==> src/rtl/core_prefetch.sv <==
// Instruction prefetch queue: issues sequential word fetches, buffers {word, pc}
// and presents the head to decode, substituting a NOP filler when empty.
module core_prefetch #(
  parameter int unsigned ORDER = 2
) (
  input  logic        clk,
  input  logic        rst,
  input  logic        stall,
  input  logic        flush,
  input  logic [29:0] target,
  output logic [29:0] addr,
  output logic        fetch,
  input  logic        fetched,
  input  logic [31:0] fetch_data,
  output logic [31:0] insn,
  output logic [29:0] insn_pc,
  output logic        nop
);

  localparam int unsigned Depth = 2 ** ORDER;
  localparam int unsigned PtrW  = ORDER + 1;
  localparam logic [31:0] NopInsn = 32'hE1A00000;

  logic [31:0]     word_q [Depth];
  logic [29:0]     pc_q   [Depth];
  logic [PtrW-1:0] head_q, head_d, tail_q, tail_d;
  logic [PtrW-1:0] count_q, count_d;
  logic [29:0]     next_pc_q, next_pc_d;
  logic [29:0]     addr_q, addr_d;
  logic            fetch_q, fetch_d;
  logic            discard_q, discard_d;
  logic            ack, push, pop, hold_req;

  assign count_q  = tail_q - head_q;
  assign ack      = fetched & fetch_q;
  // A request that is up but unacknowledged can never be retracted.
  assign hold_req = fetch_q & ~fetched;
  assign push     = ack & ~discard_q & ~flush;
  assign pop      = ~flush & ~stall & (count_q != '0);

  always_comb begin
    tail_d    = tail_q + PtrW'(push);
    head_d    = flush ? tail_q : head_q + PtrW'(pop);
    count_d   = tail_d - head_d;
    next_pc_d = next_pc_q;
    if (flush) begin
      next_pc_d = target;
    end else if (push) begin
      next_pc_d = next_pc_q + 30'd1;
    end
    // A response still owed by the bus after a flush is stale and must be dropped.
    discard_d = hold_req & (flush | discard_q);
    fetch_d   = hold_req | (count_d < PtrW'(Depth));
    addr_d    = hold_req ? addr_q : next_pc_d;
  end

  always_ff @(posedge clk) begin
    if (rst) begin
      head_q    <= '0;
      tail_q    <= '0;
      next_pc_q <= '0;
      addr_q    <= '0;
      fetch_q   <= 1'b0;
      discard_q <= 1'b0;
    end else begin
      head_q    <= head_d;
      tail_q    <= tail_d;
      next_pc_q <= next_pc_d;
      addr_q    <= addr_d;
      fetch_q   <= fetch_d;
      discard_q <= discard_d;
    end
  end

  always_ff @(posedge clk) begin
    if (push && !rst) begin
      word_q[tail_q[ORDER-1:0]] <= fetch_data;
      pc_q[tail_q[ORDER-1:0]]   <= next_pc_q;
    end
  end

  always_comb begin
    nop     = (count_q == '0);
    insn    = nop ? NopInsn : word_q[head_q[ORDER-1:0]];
    insn_pc = pc_q[head_q[ORDER-1:0]];
    addr    = addr_q;
    fetch   = fetch_q;
  end

endmodule
==> config.mk <==
export PLATFORM = sky130hd
export DESIGN_NAME = core_prefetch
export DESIGN_NICKNAME = d
export VERILOG_FILES = /design/src/rtl/core_prefetch.sv
export SDC_FILE = /design/constraint.sdc
export NUM_CORES = 1
export LEC_CHECK = 0
export CORE_MARGIN = 2
export CORE_UTILIZATION = 33
export DETAILED_ROUTE_END_ITERATION = 10
export MAX_ROUTING_LAYER = met4
export PLACE_DENSITY = 0.59
export REMOVE_ABC_BUFFERS = 1
export SLEW_MARGIN = 30
export SYNTH_ARGS = -nofsm -noshare
export SYNTH_HDL_FRONTEND = slang
export SYNTH_SLANG_ARGS = --single-unit
==> constraint.sdc <==
create_clock -name clk -period 32.9 [get_ports clk]
set_clock_uncertainty 0.2 [all_clocks]
set_input_delay 8.225 -clock clk [delete_from_list [all_inputs] [get_ports clk]]
set_output_delay 8.225 -clock clk [all_outputs]
set_load 0.005 [all_outputs]
==> results.py <==
metrics = {
    "die": {
        "die_area_mm2": 0.0389,
        "ioPinCount": 161,
        "fp.dieH_um": 197,
        "rows": 70,
        "fp.coreArea_mm2": 0.0367,
        "start_util": 0.335,
        "die_x_um": 197,
    },
    "clock_network": {
        "clk_pin_slew_ps": 60,
        "post_cts.repair.setup_buffers": 0,
        "htreeDepth": 2,
        "cts_resized": 0,
        "cts_buffers": 35,
        "insertion_delay_ps": 510,
        "hold_buffers": 0,
        "clockRootBuffer": "clkbuf_16",
        "cts_sinks": 316,
        "cts_tree": "yes",
        "cts_buffer_depth": 3,
    },
    "timing": {
        "timing.fmax_mhz": 86.3,
        "slew_headroom": 0.373,
        "slew_viol_final": 0,
        "period_share": 0.352,
        "finalSetupViolations": 0,
        "setup_tns_ps": 0,
        "hold_viol": 0,
        "rsz0062_at_grt": "no",
        "finalCriticalPeriod_ps": 11590,
        "worst_pin_slew_ps": 941,
    },
    "power": {
        "p_leak_uw": 0.00497,
        "power_density_mw_per_mm2": 56.2,
        "ir_drop_uv": 27.6,
    },
    "setup_path": {
        "rr_endpoint": "fetch$_SDFF_PP0_",
        "critPathKind": "reg2out",
        "worstPathCellList": "ha_1 -> nor2b_1 -> xnor2_1 -> and3_2 -> or2_2 -> clkdlybuf4s50_1",
        "crit_family": "simple AND/OR/NAND/NOR gates",
        "regToRegSetupSlack_ps": 29120,
        "critical_path.startpoint": "head_q[0]$_SDFF_PP0_",
        "crit_path_max_fanout": 34,
        "critical-path-slowest-cell": "and3_2",
        "rr_worst_depth": 13,
        "r2r_start": "head_q[0]$_SDFF_PP0_",
        "crit_buf_inv": 1,
        "startpoint_type": "flip-flop",
        "end_kind": "output port",
        "endpoint": "insn[24]",
        "cp.depth": 6,
        "critPathArrivalTime_ps": 3160,
        "crit_path_max_incr_delay_ps": 720,
        "cp.required_ps": 24470,
    },
    "grt": {
        "grt_usage": 0.153,
        "grt_antenna_before_repair": 0,
        "grt_max_degree": 57,
        "grt_overflow": 0,
        "grt_pass1_vias": 7110,
        "grt_first_pass_wirelength_mm": 43.1,
    },
    "logic_synthesis": {
        "synth_area_leaders": "edfxtp_1 60%, mux4_2 11%, dfxtp_1 11%, xor2_1 1.6%, nor2b_1 1.6%",
        "synth_edf_count": 248,
        "synth_top_cell_area_share": 0.605,
        "yosys_warnings": 0,
        "synth_seq_cells": 316,
        "synth_seq_area_share": 0.716,
        "syn_inst": 716,
        "ys.flop_type": "edfxtp_1",
        "synth_common_cells": "248 x edfxtp_1, 68 x dfxtp_1, 62 x mux4_2, 41 x nor2_1, 31 x nor2b_1",
        "synthDistinctLibCells": 43,
        "yosysTopAreaCell": "edfxtp_1",
        "syn_area_per_cell_um2": 17.2,
        "synth_area_mm2": 0.0123,
        "async_reset_ff_frac": 0,
        "synth.most_common_cell": "edfxtp_1",
    },
    "worst_hold_path": {
        "worst_hold_path_type": "reg2reg",
    },
    "placed_design": {
        "dp_hpwl_mm": 17.4,
        "io_buffer_count": 160,
        "gp_congestion": 0.751,
        "placedInstanceArea_mm2": 0.0145,
    },
    "layout": {
        "finalNetCount": 962,
        "antennaDiodeCount": 0,
        "drive_gt1_frac": 0.162,
        "num-fill-cells": 3325,
        "syn2layout_area_growth_pct": 26.1,
        "postLayoutCellArea_mm2": 0.0155,
    },
    "flow_run": {
        "maxCapViolCount": 0,
    },
    "routing": {
        "drt-initial-drc-count": 387,
        "wl_mm": 28.7,
        "drt_first_pass_iters": 5,
        "drtAntennaViolNets": 0,
        "wl_per_cell_um": 20.9,
        "vias_per_cell": 4.89,
        "vias": 6725,
        "post-route-drc-count": 0,
    },
    "run_status": {
        "run_status": "finished, final reports clean",
    },
}
==> layer usage <==
metal	share of wire	GRT usage	wire length, um
met4	0.015	0.0326	437
met2	0.48	0.246	13800
met5	0	-	0
met1	0.46	0.202	13100
met3	0.048	0.0294	1370
==> area by class of cell <==
| class | instances | area (um2) | area share |
|---|---|---|---|
| clock buffers | 43 | 958 | 0.0618 |
| clock inverters | 15 | 100 | 0.00645 |
| inverters | 8 | 30.0 | 0.00193 |
| multi-input cells | 352 | 3320 | 0.214 |
| flip-flops and latches | 316 | 8820 | 0.568 |
| well taps | 468 | 586 | 0.0377 |
| repair buffers | 174 | 1710 | 0.110 |
==> how the worst min path moves through the flow <==
| stage | startpoint | to | cells past startpoint |
|---|---|---|---|
| floorplan | discard_q$_SDFF_PP0_ | discard_q$_SDFF_PP0_ | 1 |
| global placement | discard_q$_SDFF_PP0_ | discard_q$_SDFF_PP0_ | 1 |
| detailed placement | discard_q$_SDFF_PP0_ | discard_q$_SDFF_PP0_ | 1 |
| CTS | discard_q$_SDFF_PP0_ | discard_q$_SDFF_PP0_ | 1 |
| global route | discard_q$_SDFF_PP0_ | discard_q$_SDFF_PP0_ | 1 |
| finish | discard_q$_SDFF_PP0_ | discard_q$_SDFF_PP0_ | 1 |
==> power breakdown <==
| group | internal (uW) | switching, uW | total, uW |
|---|---|---|---|
| Clock | 214 | 151 | 365 |
| Combinational | 33.3 | 25.8 | 59.1 |
| Sequential | 438 | 9.19 | 448 |
==> sequential cells by signal, indices dropped and copies added (netlist names) <==
register / flops
fetch: 1
addr: 30
discard_q: 1
next_pc_q: 30
pc_q: 120
word_q: 128
tail_q: 3
head_q: 3
==> cells by family after synthesis <==
kind of cell,synth area share
multiplexers,0.121
AO/OA/AOI/OAI,0.0436
AND/OR/NAND/NOR,0.0702
XOR/XNOR,0.0249
buffers and inverters,0.0168
flip-flops,0.716
adder cells (fa/ha/maj),0.00813
==> per-stage QoR <==
step	hold slack (ps)	power [uW]	cells	utilization	worst slack [ps]
final	257	871	1376	0.423	21310
after floorplan	229	477	676	-	17070
after CTS	258	882	1376	0.423	20980
after detailed placement	245	516	1318	0.394	20970
after global routing	286	901	1376	0.423	20990
after global placement	239	515	1318	0.394	21060
==> cell usage in the layout (no fill, tap or decap), types with 3 or more instances in the layout <==
cell type,Yosys,layout
a21oi_1,6,6
clkdlybuf4s50_1,0,159
nand3_1,17,17
clkbuf_16,0,37
xnor2_1,12,12
nor3_1,7,7
edfxtp_1,248,248
nand2b_1,4,4
clkinv_2,0,6
buf_4,0,13
nand4_1,12,12
nor4_2,1,3
clkbuf_1,26,5
nor2_1,41,40
a211oi_1,18,18
ha_1,8,8
nor2b_1,31,31
mux4_2,62,62
clkinv_1,1,7
inv_1,7,7
or2_2,7,7
nand2_1,22,22
o21ai_0,27,27
dfxtp_1,68,66
xor2_1,23,23
a22oi_1,19,19
mux2i_1,8,8
==> worst reg2reg max path: cells and delay by family, from the launching register on <==
family	cells	cell delay, ps
adders and majority gates	4	1000
muxes	1	210
AOI/OAI and AO/OA	2	180
and+or+nand+nor	4	1120
xor gates and xnor gates	2	270
DFF	1	680
No activity file was read; power rests on OpenSTA's default activity.
